<file path="src/rtl/ifu_fetch.sv">
// Instruction-fetch stage: takes a PC from the PC unit, performs one
// single-beat instruction-memory read, and hands instruction + PC (+ fault
// flag) to decode. Self-starts at RST_PC after reset.

`ifndef CPU_WIDTH
`define CPU_WIDTH 32
`endif
`ifndef INS_WIDTH
`define INS_WIDTH 32
`endif

module ifu_fetch #(
  parameter logic [`CPU_WIDTH-1:0] RST_PC  = 32'h8000_0000,
  parameter int unsigned           TIMEOUT = 255
) (
  input  logic                   i_clk,
  input  logic                   i_rst_n,
  input  logic [`CPU_WIDTH-1:0]  i_pc,
  input  logic                   i_pre_valid,
  output logic                   o_pre_ready,
  output logic                   o_mem_req,
  output logic [`CPU_WIDTH-1:0]  o_mem_addr,
  input  logic                   i_mem_gnt,
  input  logic                   i_mem_rvalid,
  input  logic [`INS_WIDTH-1:0]  i_mem_rdata,
  input  logic                   i_mem_err,
  output logic [`INS_WIDTH-1:0]  o_ins,
  output logic [`CPU_WIDTH-1:0]  o_pc,
  output logic                   o_fetch_err,
  output logic                   o_post_valid,
  input  logic                   i_post_ready
);

  localparam logic [`INS_WIDTH-1:0] NOP = 32'h0000_0013;
  localparam logic [7:0]            TMO = TIMEOUT[7:0];

  typedef enum logic [2:0] {BOOT, IDLE, REQ, WAIT, HOLD} state_t;

  state_t                 state;
  logic [`CPU_WIDTH-1:0]  pc_q;
  logic [7:0]             cnt;
  logic                   drop_pend;

  logic                   accept;
  logic                   rv_live;
  logic [7:0]             cnt_nxt;

  // Handshake and response qualification derived from current state
  always_comb begin
    o_pre_ready = (state == IDLE) || ((state == HOLD) && i_post_ready);
    accept      = i_pre_valid && o_pre_ready;
    rv_live     = i_mem_rvalid && !drop_pend;
    cnt_nxt     = cnt + 8'd1;
  end

  // Fetch FSM with registered memory-side and decode-side outputs
  always_ff @(posedge i_clk or negedge i_rst_n) begin
    if (!i_rst_n) begin
      state        <= BOOT;
      pc_q         <= RST_PC;
      cnt          <= '0;
      drop_pend    <= 1'b0;
      o_mem_req    <= 1'b0;
      o_mem_addr   <= '0;
      o_ins        <= NOP;
      o_pc         <= RST_PC;
      o_fetch_err  <= 1'b0;
      o_post_valid <= 1'b0;
    end else begin
      // A late response after a timeout is swallowed whatever the state.
      if (i_mem_rvalid && drop_pend)
        drop_pend <= 1'b0;

      case (state)
        BOOT: begin
          pc_q       <= RST_PC;
          o_mem_req  <= 1'b1;
          o_mem_addr <= RST_PC;
          state      <= REQ;
        end

        IDLE, HOLD: begin
          if ((state == HOLD) && i_post_ready) begin
            o_post_valid <= 1'b0;
            state        <= IDLE;
          end
          // In HOLD, accept implies i_post_ready, so this overrides the drain.
          if (accept) begin
            if (i_pc[1:0] != 2'b00) begin
              o_fetch_err  <= 1'b1;
              o_ins        <= NOP;
              o_pc         <= i_pc;
              o_post_valid <= 1'b1;
              state        <= HOLD;
            end else begin
              pc_q       <= i_pc;
              o_mem_req  <= 1'b1;
              o_mem_addr <= {i_pc[`CPU_WIDTH-1:2], 2'b00};
              state      <= REQ;
            end
          end
        end

        REQ: begin
          if (i_mem_gnt) begin
            o_mem_req <= 1'b0;
            cnt       <= '0;
            // Same-cycle grant+response is handled as WAIT seeing rvalid.
            if (rv_live) begin
              o_ins        <= i_mem_err ? NOP : i_mem_rdata;
              o_fetch_err  <= i_mem_err;
              o_pc         <= pc_q;
              o_post_valid <= 1'b1;
              state        <= HOLD;
            end else begin
              state <= WAIT;
            end
          end
        end

        WAIT: begin
          if (rv_live) begin
            o_ins        <= i_mem_err ? NOP : i_mem_rdata;
            o_fetch_err  <= i_mem_err;
            o_pc         <= pc_q;
            o_post_valid <= 1'b1;
            state        <= HOLD;
          end else if (cnt_nxt == TMO) begin
            o_ins        <= NOP;
            o_fetch_err  <= 1'b1;
            o_pc         <= pc_q;
            o_post_valid <= 1'b1;
            drop_pend    <= 1'b1;
            state        <= HOLD;
          end else begin
            cnt <= cnt_nxt;
          end
        end

        default: state <= BOOT;
      endcase
    end
  end

endmodule

</file>
<file path="config.mk">
export PLATFORM = sky130hd
export DESIGN_NAME = ifu_fetch
export DESIGN_NICKNAME = d
export VERILOG_FILES = /design/src/rtl/ifu_fetch.sv
export SDC_FILE = /design/constraint.sdc
export NUM_CORES = 1
export LEC_CHECK = 0
export CAP_MARGIN = 5
export CORE_MARGIN = 2
export CORE_UTILIZATION = 46
export DETAILED_ROUTE_END_ITERATION = 16
export PLACE_DENSITY = 0.85
export SYNTH_ARGS = -nofsm -noshare
export SYNTH_HDL_FRONTEND = slang
export SYNTH_SLANG_ARGS = --single-unit
</file>
<file path="constraint.sdc">
create_clock -name i_clk -period 2.53 [get_ports i_clk]
set_input_delay 0.759 -clock i_clk [delete_from_list [all_inputs] [get_ports i_clk]]
set_output_delay 0.759 -clock i_clk [all_outputs]
set_load 0.01 [all_outputs]
</file>
==> results.md, run 1 <==
- Fmax: 417 MHz
- Post-route DRC: 0
- VDD IR max: 0.715 mV
- Setup TNS: 0 ns
- Row Count: 38
- Global-route wire length before repair: 20.4 mm
- Syn Std Cell Area: 0.00520 mm²
- Cell Area, Placed: 0.00694 mm²
- CTS tree: yes
- Die height: 110 µm
- Crit path DAT: 1.64 ns
- DRT iter0 DRCs: 209
- Synth top area share: 51.5%
- Syn avg cell area: 10.3 µm²
- Share of layout cells above drive strength 1: 8.68%
- Synth Area in Compound Gates: 20.7%
- Final GP Congestion: 0.881
- Core Area: 0.0109 mm²
- Worst hold slack: 0.299 ns
- Synth unique cells: 50
- Skew-Pair Late Insertion Delay: 0.34 ns
- Critical path's largest stage delay: 0.49 ns
- Pwr/cell area: 1270 mW/mm²
- Crit path cell chain: clkdlybuf4s50_1 > nand3_1 > a21oi_2 > buf_2
- Main area contributors after synthesis: dfrtp_1 51%, mux2i_1 6.2%, buf_4 4.9%
- Sequential fraction of the synthesis area: 54.0%
- Simple-gate share of the synthesized area: 9.57%
- Setup violators final: 0
- Clk_skew: 0.0103 ns
- Final design instance area without fill: 0.00723 mm²
- Fin crit share: 94.9%
- Hold/Removal Path Class: in2async
- Largest family of logic cells by synthesized area: compound AO/OA/AOI/OAI gates
- Synth-to-Final Area Change: 39.1%
- CTS max path bufs: 2
- First-pass DRT Iterations: 5
- Delay-heaviest family, CP: buffers and inverters
- Post-synthesis xor/xnor area fraction: 0.168%
- Overflow after GRT: 0
- Root Driver: clkbuf_16
- Synth area leader: dfrtp_1
- Fin. Hold Viols: 0
- Synth Area in Adders: 0.481%
- Max-cap violations: 0
- Detailed placement HPWL: 9.13 mm
- Post-synth top flop: dfrtp_1
- Via count: 4202
- Status: completed
- Post-route ant nets: 0
- Die area: 0.0122 mm²
- Buf+Inv Stages, Crit Path: 2
- Vias/cell: 5.35
- Initial Utilization: 47.6%
- DR WL/cell: 16.6 µm
- EDFF count, synth: 0
- Gr usage total: 21.5%
- Multiplexer share of the synthesized area: 6.16%
- Slew Limit Fails: 0
- Chip Width: 110 µm
- Crit end category: output pin
- RSZ-0062 raised after global routing: no
- Asr flop ratio synth: 100%
- Setup CP Type: in2out
- I/O pin cnt: 171
- Critical Path RT: 1.77 ns
- Most frequent cells in the layout: 166 x clkdlybuf4s50_1, 106 x dfrtp_1, 68 x nand2_1
- CP max FO: 2
- Commonest non-fill, non-tap cell in the layout: clkdlybuf4s50_1
- CTS Buf Count: 9
- Clock transition at path regs: 0.07 ns
- Total Routed Length: 13.0 mm
- Reg-to-reg slack, setup: 0.19 ns
- Yosys reg bits: 112
- Final-layout fill cell count: 865
- Initial antenna violation count: 0
- Slew HR: 63.5%
- Pin count of the biggest net entering global routing: 92
- Port Buf Inserts: 168
- Min Tclk post-route: 2.40 ns
- Vias in the first global route: 4210
- Num Clock Sinks: 112
- Critical path startpoint category: primary input
- Hold_buf cts: 0
- H-tree Lvls: 3
- Worst-margin pin slew: 0.546 ns
- Slowest stage cell, crit path: clkdlybuf4s50_1
- Ys Warns: 0
- Pleak: 3.06 nW
- Post-Syn Instances: 505
- Diodes inserted: 0
- Final nets: 713
power by group:
group	internal (W)	total, W	leakage (nW)	switching (W)
Sequential	0.00259	0.00312	1.43	0.000525
Combinational	0.00244	0.00470	1.49	0.00227
Clock	0.000725	0.00135	0.143	0.000624
Total	0.00575	0.00917	3.06	0.00341
metrics by stage:
step           instances  power (W)  setup slack [ns]  utilization, %
2_1_floorplan        506    0.00571             0.368               -
3_3_place_gp         769    0.00767            -0.254            63.5
3_5_place_dp         769    0.00785            -0.291            63.5
4_1_cts              785    0.00923            0.0186            66.1
5_1_grt              785    0.00979            0.0219            66.2
6_report             785    0.00917             0.130            66.2
sequential cells by signal (all words and copies together), names as in the netlist:
register,flops
cnt,8
state,3
o_pc,32
drop_pend,1
o_ins,32
o_post_valid,1
pc_q,32
o_mem_addr,1
o_fetch_err,1
o_mem_req,1
cell usage after synthesis, drive strengths merged (2+ instances only):
library cell and instances:
a21boi 2, a21oi 48, a22o 28, a31oi 32, and2 5, and3b 3
buf 53, clkbuf 16, dfrtp 107, dfstp 5, ha 2, inv 10
mux2i 32, nand2 68, nand2b 4, nand3 4, nor2 9, nor2b 2
nor3 3, nor3b 3, o21ai 37, o21bai 2, o31ai 6, o32ai 2
final timing paths:
kind / endpoint / cells past startpoint / start
max: o_pre_ready / 4 / i_post_ready
min: pc_q[23]$_DFFE_PN0P_ / 1 / i_rst_n
max reg2reg: cnt[2]$_DFFE_PN0P_ / 8 / cnt[1]$_DFFE_PN0P_
min reg2reg: pc_q[31]$_DFFE_PN1P_ / 2 / pc_q[31]$_DFFE_PN1P_
max in group asynchronous: cnt[0]$_DFFE_PN0P_ / 2 / i_rst_n
min in group i_clk: pc_q[31]$_DFFE_PN1P_ / 2 / pc_q[31]$_DFFE_PN1P_
kinds of logic after synthesis:
logic type               Yosys count
AO/OA/AOI/OAI                    170
multiplexers                      32
other                              1
buffers and inverters             79
adder cells (fa/ha/maj)            2
XOR/XNOR                           1
flip-flops                       112
AND/OR/NAND/NOR                  108
area by class of cell:
type	instances	area, µm²	area share (%)
clock buffer	12	256	3.55
clock inverter	4	27.5	0.380
inverter	10	37.5	0.519
multi-input combinational	315	1980	27.4
sequential	112	2810	38.8
tap	140	175	2.42
timing repair buffer	192	1950	26.9
timing repair:
action                     4_1_cts  5_1_grt
setup buffers                    0        0
hold endpoints to repair         0        0
setup endpoints to repair        1       33
gates resized for setup          3        6
routing by layer:
layer,share of wire (%),track usage [%],vias to the layer above
met5,0,0,-
met3,8.3,5.76,19
li1,-,-,2044
met4,1.6,7.95,0
met1,42,27.9,2002
met2,48,34.8,137
Note: power is estimated with default switching activity, not from simulation.
==> inputs of run 2 (changes only) <==
--- a/config.mk
+++ b/config.mk
@@ -9,7 +9,7 @@
 export CORE_MARGIN = 2
 export CORE_UTILIZATION = 46
 export DETAILED_ROUTE_END_ITERATION = 16
-export PLACE_DENSITY = 0.85
+export PLACE_DENSITY_LB_ADDON = 0.25
 export SYNTH_ARGS = -nofsm -noshare
 export SYNTH_HDL_FRONTEND = slang
 export SYNTH_SLANG_ARGS = --single-unit
==> run 2 against run 1 <==
- sequential share of layout area decreased by 0.55 points
- power increased by 2.2%
- fmax increased by 0.57%
- largest cell class unchanged
- sequential power about the same
- hold slack improved by 0.095 ns
- clock power increased by 12%
- clock skew decreased by 0.0053 ns
==> results.md, run 2 (same netlist as run 1, synthesis figures left out) <==
- Fin. Hold Viols: 0 (unchanged)
- Cell Area, Placed: 0.00702 mm² (was 0.00694 mm²)
- Synth-to-Final Area Change: 41.1% (was 39.1%)
- CTS Buf Count: 9 (unchanged)
- Placed cell count: 774 (was 769)
- Crit path DAT: 2.61 ns (was 1.64 ns)
- Core Area: 0.0109 mm² (unchanged)
- Total Routed Length: 13.2 mm (was 13.0 mm)
- Overflow after GRT: 0 (unchanged)
- Chip Width: 110 µm (unchanged)
- VDD IR max: 0.568 mV (was 0.715 mV)
- Slew Limit Fails: 0 (unchanged)
- Post-route ant nets: 0 (unchanged)
- Setup CP Type: in2reg (was in2out)
- Fin crit share: 94.3% (was 94.9%)
- Max-cap violations: 0 (unchanged)
- DR WL/cell: 16.8 µm (was 16.6 µm)
- Port Buf Inserts: 168 (unchanged)
- Die area: 0.0122 mm² (unchanged)
- Non-filler instance count after layout: 790 (was 785)
- Skew-Pair Late Insertion Delay: 0.34 ns (about the same)
- Die height: 110 µm (unchanged)
- Fmax: 419 MHz (was 417 MHz)
- Detailed placement HPWL: 9.14 mm (was 9.13 mm)
- Share of layout cells above drive strength 1: 9.54% (was 8.68%)
- Via count: 4248 (was 4202)
- RSZ-0062 raised after global routing: no (unchanged)
- Postcts setup bufs: 0 (unchanged)
- Min Tclk post-route: 2.39 ns (was 2.40 ns)
- Initial Utilization: 47.6% (unchanged)
- Initial antenna violation count: 0 (unchanged)
- Pwr/cell area: 1280 mW/mm² (was 1270 mW/mm²)
- Diodes inserted: 0 (unchanged)
- Num Clock Sinks: 112 (unchanged)
- Vias in the first global route: 4159 (was 4210)
- Most frequent cells in the layout: 166 x clkdlybuf4s50_1, 106 x dfrtp_1, 68 x nand2_1 (unchanged)
- CTS tree: yes (unchanged)
- Crit end category: register (was output pin)
- Hold/Removal Path Class: in2async (unchanged)
- Pin count of the biggest net entering global routing: 44 (was 92)
- Setup violators final: 0 (unchanged)
- Global-route wire length before repair: 20.8 mm (was 20.4 mm)
- Pleak: 3.11 nW (was 3.06 nW)
- DRT iter0 DRCs: 206 (was 209)
- Status: completed (unchanged)
- Gr usage total: 21.8% (was 21.5%)
- Post-route DRC: 0 (unchanged)
- I/O pin cnt: 171 (unchanged)
- Final design instance area without fill: 0.00734 mm² (was 0.00723 mm²)
- First-pass DRT Iterations: 4 (was 5)
- Biggest regs: o_ins x32, o_pc x32, pc_q x32 (unchanged)
- Clock transition at path regs: 0.07 ns (about the same)
- Clk_skew: 0.00501 ns (was 0.0103 ns)
- Setup TNS: 0 ns (unchanged)
- Final GP Congestion: 0.837 (was 0.881)
- Final nets: 718 (was 713)
- Slew HR: 64.1% (was 63.5%)
- Commonest non-fill, non-tap cell in the layout: clkdlybuf4s50_1 (unchanged)
- Vias/cell: 5.38 (was 5.35)
- Critical Path RT: 2.75 ns (was 1.77 ns)
- CP max FO: 26 (was 2)
- Root Driver: clkbuf_16 (unchanged)
- Row Count: 38 (unchanged)
- Final-layout fill cell count: 874 (was 865)
- Worst-margin pin slew: 0.539 ns (was 0.546 ns)
- H-tree Lvls: 3 (unchanged)
- CTS max path bufs: 2 (unchanged)
- Critical path startpoint category: primary input (unchanged)
-- run 2: layout make-up --
cell class / count / area, µm² / area share (%)
repair buffers: 197 / 2020 / 27.5
flip-flops and latches: 112 / 2810 / 38.3
well taps: 140 / 175 / 2.39
clock buffers: 9 / 225 / 3.07
inverters: 10 / 37.5 / 0.512
clock inverters: 7 / 93.8 / 1.28
multi-input cells: 315 / 1980 / 27.0
-- run 2: critical path, stage by stage --
cell	delay, ns
clkdlybuf4s50_1	0.52
buf_4	0.14
nor2_1	0.05
o32ai_1	0.24
nor2_1	0.14
nor2_4	0.20
nand2_1	0.16
buf_12	0.20
a22o_1	0.19
-- run 2: repair_timing --
item,in CTS,in global routing
hold buffers,0,0
gates cloned,0,0
resized for setup,3,4
endpoints found under the hold margin,0,0
setup endpoints to repair,1,29
pin swaps,0,2
-- run 2: routing by layer --
metal  part of all wire [%]  wire length (µm)  track usage, %  vias up
li1                       -                 -               -     2049
met1                     43              5710            28.2     2064
met2                     48              6420            36.6      127
met3                    7.8              1030            6.23        8
met4                   0.71                94            4.46        0
met5                      0                 0               0        -
-- run 2: path summary, 6_finish.rpt --
check	slack (ns)	depth (start not counted)	start	endpoint
min reg2reg	0.47	2	pc_q[31]$_DFFE_PN1P_	pc_q[31]$_DFFE_PN1P_
max reg2reg	0.16	8	cnt[1]$_DFFE_PN0P_	o_ins[16]$_DFFE_PN0P_
max	0.14	9	i_pc[1]	o_ins[16]$_DFFE_PN0P_
min	0.39	1	i_rst_n	o_ins[30]$_DFFE_PN0P_
max in group asynchronous	1.48	2	i_rst_n	cnt[0]$_DFFE_PN0P_
min in group i_clk	0.47	2	pc_q[31]$_DFFE_PN1P_	pc_q[31]$_DFFE_PN1P_
-- run 2: per-stage QoR --
| stage | setup WS [ns] | util [%] | total power [W] | hold WS (ns) |
|---|---|---|---|---|
| detailed placement | -0.287 | 64.2 | 0.00791 | 0.462 |
| finish | 0.143 | 67.1 | 0.00937 | 0.394 |
| floorplan | 0.368 | - | 0.00571 | 0.441 |
| CTS | 0.0122 | 67.1 | 0.00945 | 0.410 |
| global placement | -0.242 | 64.2 | 0.00777 | 0.450 |
| global route | 0.00764 | 67.1 | 0.0100 | 0.425 |
-- run 2: report_power, final --
group	leakage (nW)	internal (W)	switching, W
logic	1.53	0.00248	0.00229
clock network	0.152	0.000868	0.000642
registers	1.43	0.00259	0.000496
==> inputs of run 3 (changes only) <==
--- a/config.mk
+++ b/config.mk
@@ -6,7 +6,7 @@
 export NUM_CORES = 1
 export LEC_CHECK = 0
 export CAP_MARGIN = 5
-export CORE_MARGIN = 2
+export CORE_MARGIN = 1
 export CORE_UTILIZATION = 46
 export DETAILED_ROUTE_END_ITERATION = 16
 export PLACE_DENSITY_LB_ADDON = 0.25
==> run 3 against run 2 <==
- hold slack got worse by 0.0073 ns
- setup slack lost 0.014 ns
- final area is 0.80% lower
- clock skew grew 0.0062 ns
- fmax shrank 0.58%
- clock power about the same
- combinational power fell by 3%
==> results.md, run 3 (same netlist as run 1, synthesis figures left out) <==
- Status: completed (unchanged)
- Vias in the first global route: 4133 (was 4159)
- Global-route wire length before repair: 20.2 mm (was 20.8 mm)
- RSZ-0062 raised after global routing: no (unchanged)
- Post-route ant nets: 0 (unchanged)
- Critical path's largest stage delay: 0.49 ns (was 0.52 ns)
- GR Util met3: 5.55% (was 6.23%)
- Fin crit share: 94.9% (was 94.3%)
- CTS max path bufs: 2 (unchanged)
- VDD IR max: 0.595 mV (was 0.568 mV)
- Worst-margin pin slew: 0.528 ns (was 0.539 ns)
- Met1 Usage GRT: 28.2% (about the same)
- Setup CP Type: in2out (was in2reg)
- Critical path startpoint category: primary input (unchanged)
- Slew HR: 64.7% (was 64.1%)
- Placed cell count: 770 (was 774)
- Port Buf Inserts: 168 (unchanged)
- R2R Path End: cnt[2]$_DFFE_PN0P_ (was o_ins[16]$_DFFE_PN0P_)
- Vias/cell: 5.38 (about the same)
- Crit end category: output pin (was register)
- Fmax: 417 MHz (was 419 MHz)
- H-tree Lvls: 3 (unchanged)
- Die area: 0.0117 mm² (was 0.0122 mm²)
- Pwr/cell area: 1270 mW/mm² (was 1280 mW/mm²)
- Initial Utilization: 47.6% (unchanged)
- CP max FO: 2 (was 26)
- Row Count: 38 (unchanged)
- Overflow after GRT: 0 (unchanged)
- Clock transition at path regs: 0.07 ns (about the same)
- Chip Width: 108 µm (was 110 µm)
- Diodes inserted: 0 (unchanged)
- Hold_buf cts: 0 (unchanged)
- Critical Path RT: 1.77 ns (was 2.75 ns)
- DR WL/cell: 16.2 µm (was 16.8 µm)
- GRT busiest layer: met2 (unchanged)
- Overall power: 0.00922 W (was 0.00937 W)
- Setup WS pre-CTS: -0.265 ns (was -0.287 ns)
- Grt met2 use: 36.5% (was 36.6%)
- Root Driver: clkbuf_16 (unchanged)
- Detailed placement HPWL: 8.89 mm (was 9.14 mm)
- First-pass DRT Iterations: 4 (unchanged)
- Num Clock Sinks: 112 (unchanged)
- Post-route DRC: 0 (unchanged)
- Delay-heaviest family, CP: buffers and inverters (unchanged)
- Biggest regs: o_ins x32, o_pc x32, pc_q x32 (unchanged)
- CTS tree: yes (unchanged)
- Slew Limit Fails: 0 (unchanged)
- Gr usage total: 21.9% (was 21.8%)
- Synth-to-Final Area Change: 40.0% (was 41.1%)
- CTS Buf Count: 9 (unchanged)
- Via count: 4225 (was 4248)
- Fin. Hold Viols: 0 (unchanged)
- I/O pin cnt: 171 (unchanged)
- DRT iter0 DRCs: 277 (was 206)
- Setup violators final: 0 (unchanged)
- Hold/Removal Path Class: in2async (unchanged)
- Skew-Pair Late Insertion Delay: 0.34 ns (about the same)
- Most frequent cells in the layout: 166 x clkdlybuf4s50_1, 107 x dfrtp_1, 68 x nand2_1 (was 166 x clkdlybuf4s50_1, 106 x dfrtp_1, 68 x nand2_1)
- Reg-to-reg startpoint: cnt[0]$_DFFE_PN0P_ (was cnt[1]$_DFFE_PN0P_)
- Slowest stage cell, crit path: clkdlybuf4s50_1 (unchanged)
- Share of layout cells above drive strength 1: 8.67% (was 9.54%)
- Final nets: 714 (was 718)
- Clk_skew: 0.0112 ns (was 0.00501 ns)
- Pleak: 3.09 nW (was 3.11 nW)
- Final-layout fill cell count: 865 (was 874)
- Pin count of the biggest net entering global routing: 46 (was 44)
- Worst path depth: 4 (was 9)
- Buf+Inv Stages, Crit Path: 2 (was 3)
- Initial antenna violation count: 0 (unchanged)
- Final GP Congestion: 0.800 (was 0.837)
- Core Area: 0.0109 mm² (unchanged)
- Reg-to-reg slack, setup: 0.19 ns (was 0.16 ns)
- Die height: 108 µm (was 110 µm)
- Crit path DAT: 1.64 ns (was 2.61 ns)
- Total Routed Length: 12.8 mm (was 13.2 mm)
- Setup TNS: 0 ns (unchanged)
- Min Tclk post-route: 2.40 ns (was 2.39 ns)
- Non-filler instance count after layout: 786 (was 790)
- Post-route setup slack: 0.130 ns (was 0.143 ns)
- Crit path cell chain: clkdlybuf4s50_1 > nand3_1 > a21oi_1 > clkbuf_2 (was clkdlybuf4s50_1 > buf_4 > nor2_1 > o32ai_1 > nor2_1 > nor2_4 > nand2_1 > buf_12 > a22o_1)
- Commonest non-fill, non-tap cell in the layout: clkdlybuf4s50_1 (unchanged)
- Reg2Reg Depth: 8 (unchanged)
- Max-cap violations: 0 (unchanged)
run 3: worst max path at each step:
stage                             from                    to
after global placement    i_post_ready           o_pre_ready
after CTS                 i_post_ready           o_pre_ready
final                     i_post_ready           o_pre_ready
after detailed placement  i_post_ready           o_pre_ready
after floorplan                i_pc[0]  pc_q[24]$_DFFE_PN0P_
after global routing       i_pre_valid  pc_q[22]$_DFFE_PN0P_
run 3: worst register-to-register path, stage by stage, from the launching register on:
cell and delay (ns):
dfrtp_1 0.46, ha_1 0.25, nand3_1 0.17, xor2_1 0.18
a211o_1 0.36, o21bai_4 0.23, buf_12 0.24, nor3b_1 0.09
a221o_1 0.25
run 3: where the power goes:
group / switching [W] / internal [W] / total (W)
Combinational: 0.00222 / 0.00241 / 0.00463
Sequential: 0.000520 / 0.00259 / 0.00311
Clock: 0.000660 / 0.000817 / 0.00148
Total: 0.00340 / 0.00582 / 0.00922
run 3: timing repair:
item | in CTS | in global routing
resized for setup | 1 | 3
setup endpoints to repair | 1 | 4
buffers inserted | 0 | 0
run 3: stage by stage:
step / cell area [µm²] / util (%) / hold WS, ns
3_5_place_dp: 6960 / 63.6 / 0.460
6_report: 7280 / 66.6 / 0.386
4_1_cts: 7280 / 66.6 / 0.392
3_3_place_gp: 6960 / 63.6 / 0.451
2_1_floorplan: 5200 / - / 0.441
5_1_grt: 7280 / 66.6 / 0.411
run 3: area by class of cell:
class | count | area [µm²] | area share, %
inverters | 10 | 37.5 | 0.516
well taps | 140 | 175 | 2.41
flip-flops and latches | 112 | 2810 | 38.6
multi-input cells | 315 | 1980 | 27.1
repair buffers | 193 | 1960 | 27.0
clock inverters | 6 | 81.3 | 1.12
clock buffers | 10 | 239 | 3.28
run 3: per-layer routing:
layer  wire [µm]  share of wire [%]  vias up
met3         909                7.1        9
met4         131                1.0        0
met5           0                  0        -
li1            -                  -     2043
met1        5570                 44     2042
met2        6160                 48      131
